**config.mk**
```make
export PLATFORM = sky130hd
export DESIGN_NAME = wand_arbiter
export DESIGN_NICKNAME = d
export VERILOG_FILES = /design/src/rtl/wand_arb_pkg.sv /design/src/rtl/wand_arb_lane.sv /design/src/rtl/wand_arbiter.sv
export SDC_FILE = /design/constraint.sdc
export NUM_CORES = 1
export LEC_CHECK = 0
export ABC_AREA = 0
export BUFFER_PORTS_ARGS = -buffer_cell sky130_fd_sc_hd__buf_4
export CAP_MARGIN = 30
export CORE_ASPECT_RATIO = 0.6
export CORE_MARGIN = 10
export CORE_UTILIZATION = 24
export CTS_BUF_LIST = sky130_fd_sc_hd__clkbuf_4 sky130_fd_sc_hd__clkbuf_8
export CTS_CLUSTER_DIAMETER = 150
export DETAILED_ROUTE_END_ITERATION = 10
export GPL_TIMING_DRIVEN = 0
export PLACE_DENSITY_LB_ADDON = 0.12
export SKIP_CTS_REPAIR_TIMING = 1
export SKIP_LAST_GASP = 1
export SLEW_MARGIN = 5
export SYNTH_ARGS = -nofsm -noshare
export SYNTH_HDL_FRONTEND = slang
export SYNTH_SLANG_ARGS = --single-unit
export TNS_END_PERCENT = 1
```
**constraint.sdc**
```tcl
create_clock -name clk -period 1.55 [get_ports clk]
set_input_delay 0.31 -clock clk [delete_from_list [all_inputs] [get_ports clk]]
set_output_delay 0.31 -clock clk [all_outputs]
set_load 0.02 [all_outputs]
```
**src/rtl/wand_arb_pkg.sv**
```systemverilog
`default_nettype none
// ============================================================================
// Module   : wand_arb_pkg
// Brief    : Shared state encodings and width helper for the wired-AND arbiter
// Revision : 1.0 - initial release
// ============================================================================
package wand_arb_pkg;

  // FSM state encodings
  localparam logic [1:0] C_ST_IDLE = 2'd0;
  localparam logic [1:0] C_ST_ARB  = 2'd1;
  localparam logic [1:0] C_ST_DONE = 2'd2;

  typedef enum logic [1:0] {
    ST_IDLE = C_ST_IDLE,
    ST_ARB  = C_ST_ARB,
    ST_DONE = C_ST_DONE
  } state_e;

  // Index width for n items; a single item still needs one bit
  function automatic int clog2_min1(input int n);
    return (n > 1) ? $clog2(n) : 1;
  endfunction

endpackage
`default_nettype wire

```
**src/rtl/wand_arb_lane.sv**
```systemverilog
`default_nettype none
// ============================================================================
// Module   : wand_arb_lane
// Brief    : One arbitration channel: ID shift register plus active flag.
//            Drives its current MSB onto the wired-AND bus and withdraws when
//            it drives a recessive 1 while the bus resolves to 0.
// Revision : 1.0 - initial release
// ============================================================================
module wand_arb_lane #(
  parameter int ID_W = 8
) (
  input  logic            clk,
  input  logic            rst,
  input  logic            i_load,
  input  logic            i_req,
  input  logic [ID_W-1:0] i_id,
  input  logic            i_shift,
  input  logic            i_bus,
  output logic            o_drive,
  output logic            o_act_nxt
);

  logic [ID_W-1:0] r_sh;
  logic            r_act;
  logic            w_withdraw;

  // A lane that has withdrawn (or never requested) is recessive on the bus
  assign o_drive    = ~r_act | r_sh[ID_W-1];
  assign w_withdraw = r_act & r_sh[ID_W-1] & ~i_bus;
  // Active flag as it will be after the current bit is resolved
  assign o_act_nxt  = r_act & ~w_withdraw;

  // Latch ID/request on load, otherwise shift out one bit per arbitration cycle
  always_ff @(posedge clk) begin
    if (rst) begin
      r_sh  <= '0;
      r_act <= 1'b0;
    end else if (i_load) begin
      r_sh  <= i_id;
      r_act <= i_req;
    end else if (i_shift) begin
      r_sh  <= r_sh << 1;
      r_act <= o_act_nxt;
    end
  end

endmodule
`default_nettype wire

```
**src/rtl/wand_arbiter.sv**
```systemverilog
`default_nettype none
// ============================================================================
// Module   : wand_arbiter
// Brief    : N-channel bitwise arbiter on a dominant-0 wired-AND bus. Lowest
//            ID wins after ID_W bit-cycles; ties go to the lowest channel.
// Revision : 1.0 - initial release
// ============================================================================
module wand_arbiter
  import wand_arb_pkg::*;
#(
  parameter int N_CH = 4,
  parameter int ID_W = 8,
  parameter int CH_W = clog2_min1(N_CH)
) (
  input  logic                 clk,
  input  logic                 rst,
  input  logic                 start,
  input  logic [N_CH-1:0]      req,
  input  logic [N_CH*ID_W-1:0] id,
  output logic                 bus,
  output logic                 busy,
  output logic                 done,
  output logic [N_CH-1:0]      grant,
  output logic [CH_W-1:0]      winner,
  output logic [ID_W-1:0]      win_id,
  output logic                 no_req
);

  localparam int CNT_W = clog2_min1(ID_W);

  state_e           r_state;
  logic [CNT_W-1:0] r_cnt;
  logic [ID_W-1:0]  r_acc;
  logic             r_busy;
  logic             r_done;
  logic [N_CH-1:0]  r_grant;
  logic [CH_W-1:0]  r_winner;
  logic [ID_W-1:0]  r_win_id;
  logic             r_no_req;

  logic [N_CH-1:0]  w_drive;
  logic [N_CH-1:0]  w_act_nxt;
  logic             w_bus;
  logic             w_load;
  logic             w_shift;
  logic [CH_W-1:0]  w_idx;
  logic [N_CH-1:0]  w_grant;
  logic [ID_W-1:0]  w_id_final;

  assign w_load  = (r_state == ST_IDLE) && start && (|req);
  assign w_shift = (r_state == ST_ARB);

  // Bus is recessive outside arbitration; inside it is the AND of all lanes
  assign w_bus = (r_state == ST_ARB) ? (&w_drive) : 1'b1;
  assign bus   = w_bus;

  // The resolved bus bits, MSB first, spell out the winning ID
  assign w_id_final = (r_acc << 1) | ID_W'(w_bus);

  generate
    for (genvar g = 0; g < N_CH; g++) begin : g_lane
      wand_arb_lane #(
        .ID_W (ID_W)
      ) u_lane (
        .clk       (clk),
        .rst       (rst),
        .i_load    (w_load),
        .i_req     (req[g]),
        .i_id      (id[g*ID_W +: ID_W]),
        .i_shift   (w_shift),
        .i_bus     (w_bus),
        .o_drive   (w_drive[g]),
        .o_act_nxt (w_act_nxt[g])
      );
    end
  endgenerate

  // Lowest-index survivor wins; handles identical IDs
  always_comb begin
    w_idx   = '0;
    w_grant = '0;
    for (int i = N_CH - 1; i >= 0; i--) begin
      if (w_act_nxt[i]) begin
        w_idx = CH_W'(i);
      end
    end
    if (|w_act_nxt) begin
      w_grant = N_CH'(1) << w_idx;
    end
  end

  // Control FSM, bit counter and registered result outputs
  always_ff @(posedge clk) begin
    if (rst) begin
      r_state  <= ST_IDLE;
      r_cnt    <= '0;
      r_acc    <= '0;
      r_busy   <= 1'b0;
      r_done   <= 1'b0;
      r_grant  <= '0;
      r_winner <= '0;
      r_win_id <= '0;
      r_no_req <= 1'b0;
    end else begin
      case (r_state)
        ST_IDLE: begin
          r_done <= 1'b0;
          if (start) begin
            r_grant  <= '0;
            r_winner <= '0;
            r_win_id <= '0;
            r_acc    <= '0;
            r_no_req <= ~(|req);
            r_busy   <= 1'b1;
            if (|req) begin
              r_state <= ST_ARB;
              r_cnt   <= CNT_W'(ID_W - 1);
            end else begin
              r_state <= ST_DONE;
              r_done  <= 1'b1;
            end
          end
        end
        ST_ARB: begin
          r_acc <= w_id_final;
          r_cnt <= r_cnt - 1'b1;
          if (r_cnt == '0) begin
            r_state  <= ST_DONE;
            r_done   <= 1'b1;
            r_grant  <= w_grant;
            r_winner <= w_idx;
            r_win_id <= w_id_final;
          end
        end
        ST_DONE: begin
          r_done  <= 1'b0;
          r_busy  <= 1'b0;
          r_state <= ST_IDLE;
        end
        default: begin
          r_state <= ST_IDLE;
          r_done  <= 1'b0;
          r_busy  <= 1'b0;
        end
      endcase
    end
  end

  assign busy   = r_busy;
  assign done   = r_done;
  assign grant  = r_grant;
  assign winner = r_winner;
  assign win_id = r_win_id;
  assign no_req = r_no_req;

endmodule
`default_nettype wire

```
; Yosys cells after proc, flatten, opt, wreduce, memory -nomap -nowiden
; Cells that the tools add are included.
[classes]
n_addsub = 1
eq_ne = 4
shifts = 1
muxes = 45
bitwise_logic = 28
n_reduce_logical = 15
[ops]
columns = operator, n
row1 = $mux W8, 10
row2 = $mux W2, 9
row3 = $pmux W8 S2, 1
row4 = $pmux W7 S2, 1
row5 = $mux W1, 13
row6 = $and A1 B1 Y1, 12
row7 = $mux W4, 3
row8 = $not A1 Y1, 11
row9 = $or A8 B1 Y8, 1
row10 = $pmux W2 S2, 2
row11 = $pmux W4 S2, 1
row12 = $reduce_and A2 Y1, 4
row13 = $reduce_or A4 Y1, 2
row14 = $mux W3, 2
row15 = $pmux W3 S2, 1
row16 = $reduce_and A3 Y1, 2
row17 = $ne A2 B2 Y1 const B, 2
row18 = $or A1 B1 Y1, 4
row19 = $pmux W1 S2, 2
row20 = $reduce_and A4 Y1, 1
row21 = $reduce_bool A2 Y1, 2
row22 = $shl A1 B2 Y4 const A, 1
row23 = $logic_not A3 Y1, 1
row24 = $sub A3 B1 Y3 const B, 1
row25 = 4 further kinds, 5
[totals]
register_bits = 65
input_bits = 39
out_inout_bits = 18
elab_cells = 111

; Logic depth before layout (Yosys ltp)
[depth]
word_depth = 16
mapped_depth = 8
mapped_depth_nobuf = 7

; Hierarchy
; From an unflattened synthesis, not the netlist that was laid out.
[hier_totals]
hier_cells = 310
hier_area_um2 = 3030.4
[by_module_without_submodules]
columns = mod, n_inst, cells_each, area_per_inst_um2, seq_area_each_um2
row1 = wand_arb_lane, 4, 43, 446.7, 180.2
row2 = wand_arbiter, 1, 138, 1243.7, 580.6

; Worst setup path after synthesis
; No wires, ideal clock.
[synth_path]
path_kind = register to register
from = register g_lane[3].u_lane.r_act
to = register r_winner[0] (netlist: winner[0])
setup_time_ns = 0.079
arrival_ns = 1.534
required_ns = 1.471
path_slack_ns = -0.063
stages_incl_launch_ff = 7
path_buffers = 1
period_less_slack_ns = 1.613
cell_sequence = dfxtp_1 > nor2b_1 > or4_4 > buf_6 > a31oi_4 > a21oi_1 > a211oi_2
[synth_via]
elab_chain_len = 14
elab_cells_between_ends = 24
cone_classes = mux (7) / bitwise (16) / reduce/logical (1)
[synth_rtl]
columns = element, line
row1 = "start, declared", wand_arb_lane.sv:24  ; logic r_act;
row2 = "start signal, assigned", wand_arb_lane.sv:40  ; r_act <= i_req;
row3 = "start signal, assigned", wand_arb_lane.sv:43  ; r_act <= o_act_nxt;
row4 = $not A1 Y1, wand_arb_lane.sv:28  ; assign o_drive = ~r_act | r_sh[ID_W-1];
row5 = $or A1 B1 Y1, wand_arb_lane.sv:28
row6 = $reduce_and A4 Y1, wand_arbiter.sv:54  ; assign w_bus = (r_state == ST_ARB) ? (&w_drive) : 1'b1;
row7 = $mux W1, wand_arbiter.sv:54
row8 = $not A1 Y1, wand_arb_lane.sv:29  ; assign w_withdraw = r_act & r_sh[ID_W-1] & ~i_bus;
row9 = $and A1 B1 Y1, wand_arb_lane.sv:29
row10 = $not A1 Y1, wand_arb_lane.sv:31  ; assign o_act_nxt = r_act & ~w_withdraw;
row11 = $and A1 B1 Y1, wand_arb_lane.sv:31
row12 = $mux W2 (3 in a row), wand_arbiter.sv:83  ; if (w_act_nxt[i]) begin
row13 = $mux W2 *, wand_arbiter.sv:83
row14 = $mux W2 *, wand_arbiter.sv:127  ; if (r_cnt == '0) begin
row15 = $pmux W2 S2 *, wand_arbiter.sv:105  ; case (r_state)
row16 = "end signal, assigned", wand_arbiter.sv:131  ; r_winner <= w_idx;
row17 = "end, declared", wand_arbiter.sv:37  ; logic [CH_W-1:0] r_winner;
; Mark *: on every way between the ends. The rest lies on a longest branch, timed or not. The select of a mux whose other input is x is not followed.
; A chain may end at the register's enable or synchronous reset.

; Final worst setup path
[layout_path]
from = register g_lane[2].u_lane.r_sh[7]
to = output port bus
[layout_via]
elab_chain_len = 3
[layout_rtl]
columns = element, line
row1 = "start, declared", wand_arb_lane.sv:23  ; logic [ID_W-1:0] r_sh;
row2 = "start signal, assigned", wand_arb_lane.sv:39  ; r_sh <= i_id;
row3 = "start signal, assigned", wand_arb_lane.sv:42  ; r_sh <= r_sh << 1;
row4 = $or A1 B1 Y1, wand_arb_lane.sv:28
row5 = $reduce_and A4 Y1, wand_arbiter.sv:54
row6 = $mux W1, wand_arbiter.sv:54
row7 = "end, declared", wand_arbiter.sv:20  ; output logic bus,
; No other way between the ends.

==> flow_metrics.env <==
export IMPL_outcome="finished with violations"
export IMPL_failed_checks="negative setup slack"
export IMPL_critical_path_buf_inv_count=2
export IMPL_path_clk_slew_ps=70
export IMPL_hp_start="id[27]"
export IMPL_drt_wl_total_mm=8.58
export IMPL_ys_seq_area_share_pct=50.9
export IMPL_hold_viol=0
export IMPL_grt_pass1_wl_mm=13.2
export IMPL_placed_cell_area_um2=3170
export IMPL_r2r_start="g_lane[2].u_lane.r_sh[7]"
export IMPL_clock_skew_ps=7.03
export IMPL_dp_hpwl_mm=6.37
export IMPL_worstRegToRegCells=8
export IMPL_drv_slew=0
export IMPL_die_h_um=100
export IMPL_rsz0062_at_grt="true"
export IMPL_worstReg2RegEnd="grant[2]"
export IMPL_syn_area_um2=2560
export IMPL_maxSlewHeadroom_pct=59.4
export IMPL_via_per_inst=4.93
export IMPL_worst_pin_slew_ps=609
export IMPL_path_class="reg2out"
export IMPL_cts_buffer_depth=2
export IMPL_end_kind="primary output"
export IMPL_gp_routability_congestion=0.769
export IMPL_clk_latency_ps=350
export IMPL_drv_cap=0
export IMPL_worstPathMaxFanout=7
export IMPL_rows=29
export IMPL_syn_avg_cell_area_um2=9.24
export IMPL_diodes=0
export IMPL_drt_iter0_markers=287
export IMPL_port_buffers=55
export IMPL_dieArea_um2=15300
export IMPL_overflow=0
export IMPL_drive_above_1_share_pct=30.7
export IMPL_period_minus_slack_ps=1960
export IMPL_slowest_stage="or4_4"
export IMPL_initial_utilization_pct=24.4
export IMPL_grtUsageTotal_pct=11.0
export IMPL_power_density_nw_per_um2=1240
export IMPL_yosysTopAreaCellShare_pct=50.9
export IMPL_crit_arrival_ps=1650
export IMPL_synth_cells=277
export IMPL_setup_ws_ps=-414
export IMPL_ant_nets=0
export IMPL_nFillCells=1105
export IMPL_num_vias=2434
export IMPL_htreeDepth=3
export IMPL_cp_start_kind="flip-flop"
export IMPL_postLayoutCellArea_um2=3520
export IMPL_period_share_pct=127
export IMPL_synth_area_leaders="dfxtp_1, a222oi_1, nor2_1"
export IMPL_cp_required_ps=1240
export IMPL_synthFlopType="dfxtp_1"
export IMPL_irDropWorstVdd_mv=0.400
export IMPL_hold_path_endpoint="g_lane[3].u_lane.r_sh[3]"
export IMPL_max_stage_delay_ps=510
export IMPL_synth_edff_count=0
export IMPL_clock_sinks=65
export IMPL_area_growth_pct=37.6
export IMPL_dr_pass1_iters=7
export IMPL_nNetsFinal=391
export IMPL_leakage_nw=1.40
export IMPL_coreArea_um2=10500
export IMPL_antenna_found_initial=0
export IMPL_cts_inserted_buffers=9
export IMPL_drc=0
export IMPL_synth_largest_area_cell="dfxtp_1"
export IMPL_path_cells="nor2b_4 > or4_4 > buf_8 > nand2_4 > buf_6"
export IMPL_worstHoldPathCells=3
export IMPL_max_freq_mhz=509
export IMPL_ys_seq_elements=65
export IMPL_async_flop_share_pct=0
export IMPL_io_pins=57
export IMPL_setup_viol=55
export IMPL_die_x_um=153
export IMPL_cts_root_buf="clkbuf_8"
export IMPL_r2r_slack_ps=-390
export IMPL_critPathTopFamily="simple AND/OR/NAND/NOR gates"
export IMPL_grt_max_degree=12
export IMPL_cts_tree="yes"
export IMPL_first_global_vias=2367
export IMPL_cp_num_cells=5
export IMPL_wire_per_inst_um=17.4
export IMPL_hp_class="in2reg"
export IMPL_yosys_warnings=0
export IMPL_tns_ps=-11780
export IMPL_pre_cts_ws_ps=-377
export IMPL_synth_nets=318
export IMPL_yosysUniqueCellTypes=40
-- cell usage in the layout (no fill, tap or decap), types with 4 or more instances in the layout --
cell,n
buf_4,62
dfxtp_1,59
nor2_1,50
a222oi_1,28
a21oi_1,20
nand2_1,18
clkbuf_1,12
a22oi_1,11
clkbuf_8,10
inv_1,7
nand3_1,7
o21ai_1,6
buf_2,5
nor2b_1,4
-- cell usage after synthesis, drive strengths merged, types with 3 or more instances --
cell type  number
buf            11
dfxtp          65
clkbuf         12
nor2           50
or2             3
o21ai           8
a211oi          4
a21oi          23
inv             7
a31oi           3
nor2b           6
a22oi          11
a222oi         28
nand2          20
nand3           7
-- cells by family after synthesis --
| family | share of synthesized area, % |
|---|---|
| DFF | 50.9 |
| adders and majority gates | 0.978 |
| AOI/OAI and AO/OA | 25.6 |
| and+or+nand+nor | 16.6 |
| muxes | 0.440 |
| buffers and inverters | 5.53 |
-- where the power goes --
part	total [W]	switching, W	internal [W]	leakage (nW)
combinational	0.000754	0.000428	0.000326	0.738
sequential	0.00185	0.0000738	0.00177	0.534
clock	0.00178	0.000676	0.00110	0.126
total	0.00438	0.00118	0.00320	1.40
-- metal layers --
metal / share of wire (%) / vias to the layer above / global-route usage, %
met5: 0 / - / 0
met4: 1.1 / 0 / 4.09
met3: 6.4 / 8 / 3.93
met2: 40 / 72 / 14.5
met1: 53 / 1176 / 15.6
li1: - / 1178 / -
-- worst register-to-register path, stage by stage (launching register included) --
cell and delay, ps:
dfxtp_4 410, nor2b_4 60, or4_4 510, buf_8 160, buf_4 130, buf_4 130, a31oi_4 190, or3b_4 180
o21ai_1 50
-- sequential cells by signal, indices dropped and copies added, names as in the netlist, 2 cells and up --
register / flops
win_id: 8
r_acc: 7
winner: 2
g_lane.u_lane.r_act: 4
grant: 4
g_lane.u_lane.r_sh: 32
r_state: 2
r_cnt: 3
-- worst max-delay path by stage --
stage / slack, ps / from / to
2_1_floorplan: -50 / g_lane[0].u_lane.r_act / grant[2]
3_3_place_gp: -360 / r_state[0] / bus
3_5_place_dp: -380 / r_state[0] / bus
4_1_cts: -770 / r_state[0] / bus
5_1_grt: -480 / g_lane[2].u_lane.r_sh[7] / bus
6_report: -410 / g_lane[2].u_lane.r_sh[7] / bus
-- per-stage QoR --
step	power [W]	hold WS (ps)	instances	util [%]
after floorplan	0.00229	446	277	-
after global routing	0.00460	193	494	33.6
after detailed placement	0.00256	441	471	30.2
after global placement	0.00255	444	471	30.2
final	0.00438	200	494	33.6
after CTS	0.00435	184	487	32.5
-- final cells by class --
cell class	instances	area (um2)	share of cell area [%]
buffer	23	138	3.91
clock buffer	10	138	3.91
clock inverter	6	105	2.99
inverter	7	26.3	0.746
multi-input combinational	182	1150	32.8
sequential	65	1320	37.4
tap	139	174	4.94
timing repair buffer	62	469	13.3
Note: power is estimated with default switching activity, not from simulation.
